File: src/rtl/alu_acc_pkg.sv
// Shared opcodes, FSM encoding and default operand width for the accumulator ALU.
package alu_acc_pkg;

  localparam int DEF_WIDTH = 4;

  localparam logic [2:0] FN_ADD     = 3'b000;
  localparam logic [2:0] FN_SUB     = 3'b001;
  localparam logic [2:0] FN_NANDNOR = 3'b010;
  localparam logic [2:0] FN_ANY     = 3'b011;
  localparam logic [2:0] FN_CAT     = 3'b100;
  localparam logic [2:0] FN_XOR     = 3'b101;
  localparam logic [2:0] FN_MUL     = 3'b110;
  localparam logic [2:0] FN_HOLD    = 3'b111;

  typedef enum logic {
    ST_IDLE = 1'b0,
    ST_MUL  = 1'b1
  } state_t;

endpackage

File: src/rtl/alu_acc_seq_mul.sv
// Shift-add multiplier datapath: one partial product per cycle while busy_i is high.
// done_o flags the final iteration; product_o already includes that iteration's add.
module alu_acc_seq_mul
  import alu_acc_pkg::*;
#(
  parameter int WIDTH = DEF_WIDTH
) (
  input  logic                 clk,
  input  logic                 rst_n,
  input  logic                 start_i,
  input  logic                 busy_i,
  input  logic [WIDTH-1:0]     mcand_i,
  input  logic [WIDTH-1:0]     mplier_i,
  output logic                 done_o,
  output logic [2*WIDTH-1:0]   product_o
);

  localparam int CNT_W = $clog2(WIDTH + 1);

  logic [WIDTH-1:0]   mcand_q;
  logic [WIDTH-1:0]   mplier_q;
  logic [2*WIDTH-1:0] product_q;
  logic [CNT_W-1:0]   cnt_q;
  logic [2*WIDTH-1:0] addend;

  always_comb begin
    addend    = mplier_q[0] ? ({{WIDTH{1'b0}}, mcand_q} << cnt_q) : '0;
    product_o = product_q + addend;
    done_o    = busy_i && (cnt_q == CNT_W'(WIDTH - 1));
  end

  always_ff @(posedge clk or negedge rst_n) begin
    if (!rst_n) begin
      mcand_q   <= '0;
      mplier_q  <= '0;
      product_q <= '0;
      cnt_q     <= '0;
    end else if (start_i) begin
      mcand_q   <= mcand_i;
      mplier_q  <= mplier_i;
      product_q <= '0;
      cnt_q     <= '0;
    end else if (busy_i) begin
      product_q <= product_o;
      mplier_q  <= mplier_q >> 1;
      cnt_q     <= cnt_q + 1'b1;
    end
  end

endmodule

File: src/rtl/alu_acc_seq.sv
// Accumulator ALU with Start/Busy/Done handshake; operand B is fed back from Acc[WIDTH-1:0].
// Define ALU_ACC_SAT_EN to make SUB saturate at zero on borrow instead of wrapping.
module alu_acc_seq
  import alu_acc_pkg::*;
#(
  parameter int WIDTH = DEF_WIDTH,
  parameter int ACC_W = 2 * WIDTH
) (
  input  logic             Clock,
  input  logic             Restn,
  input  logic [WIDTH-1:0] A,
  input  logic [2:0]       Func,
  input  logic             Start,
  output logic [ACC_W-1:0] Acc,
  output logic             Busy,
  output logic             Done,
  output logic             Carry,
  output logic             Zero
);

  // Results are formed at least 2*WIDTH wide so concatenations never lose bits before resizing.
  localparam int RW = (ACC_W > 2 * WIDTH) ? ACC_W : 2 * WIDTH;

  state_t             state_q, state_d;
  logic [ACC_W-1:0]   acc_q, acc_d;
  logic               carry_q, carry_d;
  logic               done_q, done_d;
  logic [WIDTH-1:0]   b;
  logic [RW-1:0]      res;
  logic               mul_start;
  logic               mul_done;
  logic [2*WIDTH-1:0] mul_product;
  logic [RW-1:0]      mul_ext;

  assign b       = acc_q[WIDTH-1:0];
  assign mul_ext = RW'(mul_product);

  alu_acc_seq_mul #(.WIDTH(WIDTH)) u_mul (
    .clk       (Clock),
    .rst_n     (Restn),
    .start_i   (mul_start),
    .busy_i    (state_q == ST_MUL),
    .mcand_i   (A),
    .mplier_i  (b),
    .done_o    (mul_done),
    .product_o (mul_product)
  );

  always_comb begin
    // NOTE: every output gets a default first so no path can infer a latch.
    state_d   = state_q;
    acc_d     = acc_q;
    carry_d   = carry_q;
    done_d    = 1'b0;
    mul_start = 1'b0;
    res       = '0;
    unique case (state_q)
      ST_IDLE: begin
        if (Start) begin
          if (Func == FN_MUL) begin
            mul_start = 1'b1;
            state_d   = ST_MUL;
          end else begin
            done_d  = 1'b1;
            carry_d = 1'b0;
            case (Func)
              FN_ADD: begin
                res     = RW'(A) + RW'(b);
                carry_d = res[WIDTH];
              end
              FN_SUB: begin
                res     = RW'(A) - RW'(b);
                carry_d = (A < b);
`ifdef ALU_ACC_SAT_EN
                if (A < b) res = '0;
`endif
              end
              FN_NANDNOR: res = RW'({~(A & b), ~(A | b)});
              FN_ANY: begin
                if ((A | b) != '0) res[ACC_W-1 -: 2] = 2'b11;
              end
              FN_CAT: res = RW'({b, ~A});
              FN_XOR: res = RW'({A ^ b, A ~^ b});
              default: begin
                res     = RW'(acc_q);
                carry_d = carry_q;
              end
            endcase
            acc_d = res[ACC_W-1:0];
          end
        end
      end
      ST_MUL: begin
        if (mul_done) begin
          acc_d   = mul_ext[ACC_W-1:0];
          carry_d = 1'b0;
          done_d  = 1'b1;
          state_d = ST_IDLE;
        end
      end
      default: state_d = ST_IDLE;
    endcase
  end

  always_ff @(posedge Clock or negedge Restn) begin
    if (!Restn) begin
      state_q <= ST_IDLE;
      acc_q   <= '0;
      carry_q <= 1'b0;
      done_q  <= 1'b0;
    end else begin
      // NOTE: non-blocking so every register samples the pre-edge value of the others.
      state_q <= state_d;
      acc_q   <= acc_d;
      carry_q <= carry_d;
      done_q  <= done_d;
    end
  end

  assign Acc   = acc_q;
  assign Busy  = (state_q == ST_MUL);
  assign Done  = done_q;
  assign Carry = carry_q;
  assign Zero  = (acc_q == '0);

endmodule

File: config.mk
export PLATFORM = sky130hd
export DESIGN_NAME = alu_acc_seq
export DESIGN_NICKNAME = d
export VERILOG_FILES = /design/src/rtl/alu_acc_pkg.sv /design/src/rtl/alu_acc_seq_mul.sv /design/src/rtl/alu_acc_seq.sv
export SDC_FILE = /design/constraint.sdc
export NUM_CORES = 1
export LEC_CHECK = 0
export CAP_MARGIN = 20
export CORE_MARGIN = 2
export CORE_UTILIZATION = 52
export DETAILED_ROUTE_END_ITERATION = 10
export GPL_ROUTABILITY_DRIVEN = 0
export GPL_TIMING_DRIVEN = 0
export PLACE_DENSITY_LB_ADDON = 0.08
export SYNTH_ARGS = -nofsm -noshare
export SYNTH_HDL_FRONTEND = slang
export SYNTH_SLANG_ARGS = --single-unit
File: constraint.sdc
create_clock -name Clock -period 2.3 [get_ports Clock]
set_clock_uncertainty 0.1 [all_clocks]
set_input_delay 0.575 -clock Clock [delete_from_list [all_inputs] [get_ports Clock]]
set_output_delay 0.575 -clock Clock [all_outputs]
set_load 0.01 [all_outputs]
==> Word-level counts from Yosys, hierarchy flattened <==
Cells that the tools add are included.
{ "classes": {"order_cmp": 1, "n_shift": 1, "bitwise": 8, "multipliers": 0, "n_eq_ne": 12, "n_mux": 28, "addsub": 4, "n_reduce_logical": 8, "n_div": 0} }
{ "op_table": {"columns": ["operator", "n"], "rows": [
  ["$mux W8", 6],
  ["$pmux W6 S6", 1],
  ["$pmux W8 S2", 1],
  ["$not A4 Y4", 3],
  ["$pmux W2 S6", 1],
  ["$mux W1", 10],
  ["$eq A3 B2 Y1 const B", 3],
  ["$eq A3 B3 Y1 const B", 3],
  ["$add A8 B8 Y8", 1],
  ["$logic_not A8 Y1", 1],
  ["$mux W4", 2],
  ["$reduce_and A4 Y1", 2],
  ["$shl A4 B3 Y8", 1],
  ["$ne A7 B1 Y1 const B", 1],
  ["$mux W3", 2],
  ["$pmux W1 S2", 3],
  ["$add A4 B4 Y5", 1],
  ["$sub A4 B4 Y5", 1],
  ["$and A4 B4 Y4", 1],
  ["$lt A4 B4 Y1", 1],
  ["$ne A2 B2 Y1 const B", 2],
  ["$ne A4 B2 Y1 const B", 1],
  ["$or A4 B4 Y4", 1],
  ["$reduce_bool A4 Y1", 1],
  ["other kinds (12)", 12]
]} }
{ "word_totals": {"ramBits": 0, "output_inout_bits": 12, "input_bits": 10, "wordCells": 70, "n_memories": 0, "register_bits": 30, "latch_bits": 0, "romBits": 0} }

==> Depth between registers and ports, before layout <==
{ "depth": {"word_depth": 7, "depth_mapped": 12, "mapped_depth_nobuf": 11} }

==> By module <==
From an unflattened synthesis, not the netlist that was laid out.
{ "unflattened": {"hier_cells": 286, "area_unflattened_um2": 2537.4} }
{ "modules_own_cells": {"columns": ["mod", "cells_per_inst", "seq_area_each_um2", "instances", "area_each_um2"], "rows": [
  ["alu_acc_seq_mul", 137, 475.5, 1, 1311.3],
  ["alu_acc_seq", 149, 275.3, 1, 1226.2]
]} }

==> Worst setup path after synthesis <==
OpenSTA, ideal clock, no wires.
{ "synth_timing": {"kind": "register to register", "start": "register u_mul.cnt_q[0]", "end": "register acc_q[6], in the netlist Acc[6]", "required_time_ps": 2067, "stages_incl_launch_ff": 10, "arrival_ps": 2218, "path_slack_ps": -151, "cell_sequence": "dfrtp_1 buf_6 mux4_2 and3_2 ha_1 o21ai_0 o21bai_1 a21oi_1 xor2_1 o211ai_1"} }
{ "synth_via": {"elab_chain_len": 5, "word_cells_on_any_way": 9, "classes_between": "1 x add/sub; 2 x eq/ne; 1 x shift; 3 x mux; 2 x reduce/logical"} }
{ "synth_rtl": {"columns": ["item", "line_no", "source"], "rows": [
  ["from (decl)", "alu_acc_seq_mul.sv:23", "logic [CNT_W-1:0] cnt_q;"],
  ["from (signal assigned)", "alu_acc_seq_mul.sv:46", "cnt_q <= cnt_q + 1'b1;"],
  ["$shl A4 B3 Y8", "alu_acc_seq_mul.sv:27", "addend = mplier_q[0] ? ({{WIDTH{1'b0}}, mcand_q} << cnt_q) : '0;"],
  ["$mux W8", "alu_acc_seq_mul.sv:27", null],
  ["$add A8 B8 Y8", "alu_acc_seq_mul.sv:28", "product_o = product_q + addend;"],
  ["$mux W8", "alu_acc_seq.sv:94", "if (mul_done) begin"],
  ["$pmux W8 S2", "alu_acc_seq.sv:57", "unique case (state_q)"],
  ["to (signal assigned)", "alu_acc_seq.sv:108", "acc_q <= '0;"],
  ["to (signal assigned)", "alu_acc_seq.sv:114", "acc_q <= acc_d;"],
  ["to (decl)", "alu_acc_seq.sv:25", "logic [ACC_W-1:0] acc_q, acc_d;"]
]} }
Several ways; a longest one is shown, not always the timed one. The select of a mux whose other input is x is not followed.
A chain may end at the register's enable or synchronous reset.

==> Worst setup path in the final report <==
{ "layout_timing": {"start": "register u_mul.cnt_q[0]", "end": "register acc_q[7], in the netlist Acc[7]"} }
The elaborated chain is that of the path after synthesis.

==> impl_metrics.env <==
export IMPL_cts_buffer_depth=2
export IMPL_area_delta_synth_final_pct=22.6
export IMPL_yosysWarnings=0
export IMPL_p_leak_uw=0.00131
export IMPL_critPathArrivalTime_ns=2.67
export IMPL_port_buffers=20
export IMPL_antenna_cells=0
export IMPL_synth_cell_type_count=56
export IMPL_final_common_cell="dfrtp_1"
export IMPL_grt_pass1_wl_um=10500
export IMPL_dr_pass1_iters=4
export IMPL_synth_async_reset_ratio_pct=100
export IMPL_grt_usage_pct=26.4
export IMPL_drc=0
export IMPL_ys_ff_latch=30
export IMPL_dp_slack_ns=-0.670
export IMPL_hold_path_depth=2
export IMPL_fp_dieW_um=71.8
export IMPL_cts_buffers=5
export IMPL_rows=24
export IMPL_rr_endpoint="Acc[7]"
export IMPL_syn_num_nets=306
export IMPL_cp_end_kind="register"
export IMPL_synth_area_sq_um=2390
export IMPL_cts_tree="yes"
export IMPL_nets=337
export IMPL_status="complete, but fails checks"
export IMPL_antenna_left=0
export IMPL_die_h_um=71.8
export IMPL_final_util_pct=66.8
export IMPL_vias=2143
export IMPL_seq_area_frac_synth_pct=31.4
export IMPL_vdd_drop_max_mv=0.549
export IMPL_slew_headroom_pct=48.4
export IMPL_avgSynthCellArea_sq_um=8.78
export IMPL_grt_setup_unrepaired="yes"
export IMPL_layout_setup_ws_ns=-0.302
export IMPL_grt_pass1_vias=2174
export IMPL_stdcell_count=356
export IMPL_antenna_found_initial=0
export IMPL_synth_edff_count=0
export IMPL_drt_iter0_markers=152
export IMPL_wl_um=6300
export IMPL_critPathRequiredTime_ns=2.36
export IMPL_hold_buffers=0
export IMPL_r2r_slack_ns=-0.30
export IMPL_hold_path_class="register to register"
export IMPL_clock_root_buffer="clkbuf_8"
export IMPL_cap_violations=0
export IMPL_clock_latency_ns=0.29
export IMPL_cp_max_fo=7
export IMPL_setup_viol=11
export IMPL_worstMarginPinSlew_ns=0.772
export IMPL_syn_inst=272
export IMPL_powerDensity_nw_per_um2=1150
export IMPL_slew_violations=0
export IMPL_drive_above_1_share_pct=18.4
export IMPL_hold_path_startpoint="u_mul.product_q[4]"
export IMPL_reg2reg_from="u_mul.cnt_q[0]"
export IMPL_reg2reg_depth=10
export IMPL_via_per_inst=6.02
export IMPL_die_area_sq_um=5150
export IMPL_clkSlewWorstSetupHoldPaths_ns=0.07
export IMPL_dp_hpwl_um=4750
export IMPL_overflow=0
export IMPL_pin_count=22
export IMPL_htree_levels=2
export IMPL_wl_per_cell_um=17.7
export IMPL_fin_crit_sh_pct=113
export IMPL_floorplan_initialDensity_pct=54.5
export IMPL_ys_flop_type="dfrtp_1"
export IMPL_setup_worst_path_start_class="register"
export IMPL_grt_max_degree=18
export IMPL_hold_viol=0
export IMPL_dp_cells=345
export IMPL_max_clock_freq_mhz=384
export IMPL_final_cell_mix="dfrtp_1 (30), nand2_1 (28), a21oi_1 (18), nor2_1 (17)"
export IMPL_fp_coreArea_sq_um=4380
export IMPL_cts_sinks=30
export IMPL_finalCriticalPeriod_ns=2.60
export IMPL_violations="negative setup slack"
export IMPL_criticalPathCategory="register to register"
export IMPL_min_to="u_mul.product_q[4]"
metal layers:
layer  global-route usage, %  routed length, um  up-vias
met4                    7.97                 94        0
li1                        -                  -     1033
met1                    36.0               2920     1018
met2                    42.0               2830       82
met5                       0                  0        -
met3                    6.19                459       10
power by group:
group          switching [uW]  internal (uW)
registers                 235            751
clock network             213            241
logic                    1030            898
critical path, cell delays in order (launching register included):
cell and delay, ns:
dfrtp_1 0.37, buf_6 0.14, mux2i_1 0.24, mux2i_1 0.12
o211a_1 0.25, ha_1 0.34, a21oi_1 0.21, o21ai_0 0.17
o21a_1 0.21, mux2i_2 0.20, a31oi_1 0.11
metrics by stage:
step | hold slack, ns | power (uW) | TNS [ns] | instance area [sq um]
after detailed placement | 0.374 | 2770 | -8.96 | 2730
after CTS | 0.393 | 3290 | -1.68 | 2850
final | 0.385 | 3370 | -1.75 | 2930
after global routing | 0.420 | 3630 | -3.12 | 2930
after floorplan | 0.179 | 2160 | -0.00379 | 2430
after global placement | 0.363 | 2710 | -8.36 | 2700
area by class of cell:
cell class | instances | area, sq um
plain buffers | 12 | 65.1
clock buffers | 7 | 86.3
clock inverters | 1 | 5.00
fillers | 378 | 1460
inverters | 16 | 60.1
multi-input cells | 213 | 1640
flip-flops and latches | 30 | 751
well taps | 52 | 65.1
repair buffers | 25 | 251
how the worst max path moves through the flow:
stage                         startpoint            endpoint  slack [ns]  depth (start not counted)
after floorplan           u_mul.cnt_q[0]              Acc[6]      -0.004                         11
after global placement              A[0]              Acc[2]       -0.64                         10
after detailed placement            A[0]              Acc[2]       -0.67                         10
after CTS                 u_mul.cnt_q[0]  u_mul.product_q[6]       -0.27                         11
after global routing      u_mul.cnt_q[0]  u_mul.product_q[6]       -0.44                         11
final                     u_mul.cnt_q[0]              Acc[7]       -0.30                         10
state kept, by name, indices dropped and copies added, names as in the netlist:
register	count
u_mul.mplier_q	4
Carry	1
u_mul.product_q	8
u_mul.cnt_q	3
Done	1
u_mul.mcand_q	4
Acc	8
Busy	1
cell usage after synthesis, types with 3 or more instances:
cell type	n	area (sq um)
a21o_1	5	37.5
a21oi_1	20	100
a31oi_1	3	18.8
and2_1	3	18.8
buf_2	6	30.0
clkbuf_1	4	15.0
dfrtp_1	30	751
fa_1	3	60.1
ha_1	21	263
inv_1	15	56.3
mux2_2	5	56.3
mux2i_1	9	90.1
nand2_1	29	109
nand3_1	5	25.0
nor2_1	18	67.6
nor2b_1	9	56.3
nor3_1	3	15.0
o211ai_1	3	22.5
o21ai_0	16	80.1
o21ai_1	3	15.0
o21bai_1	4	30.0
o22ai_1	7	43.8
or3_1	3	18.8
xnor2_1	5	43.8
cells by family after synthesis:
kind of cell	synth area share (%)
compound gates	22.1
xor+xnor	2.57
fa+ha+maj	13.5
buf+inv	5.19
flops	31.4
mux	7.08
simple gates	18.1
timing repair:
action | in CTS | in global routing
setup endpoints to repair | 18 | 26
resized for setup | 15 | 18
pin swaps | 2 | 6
cloned | 0 | 0
endpoints found under the hold margin | 0 | 0
buffers inserted | 2 | 2
(Power assumes the default switching activity.)
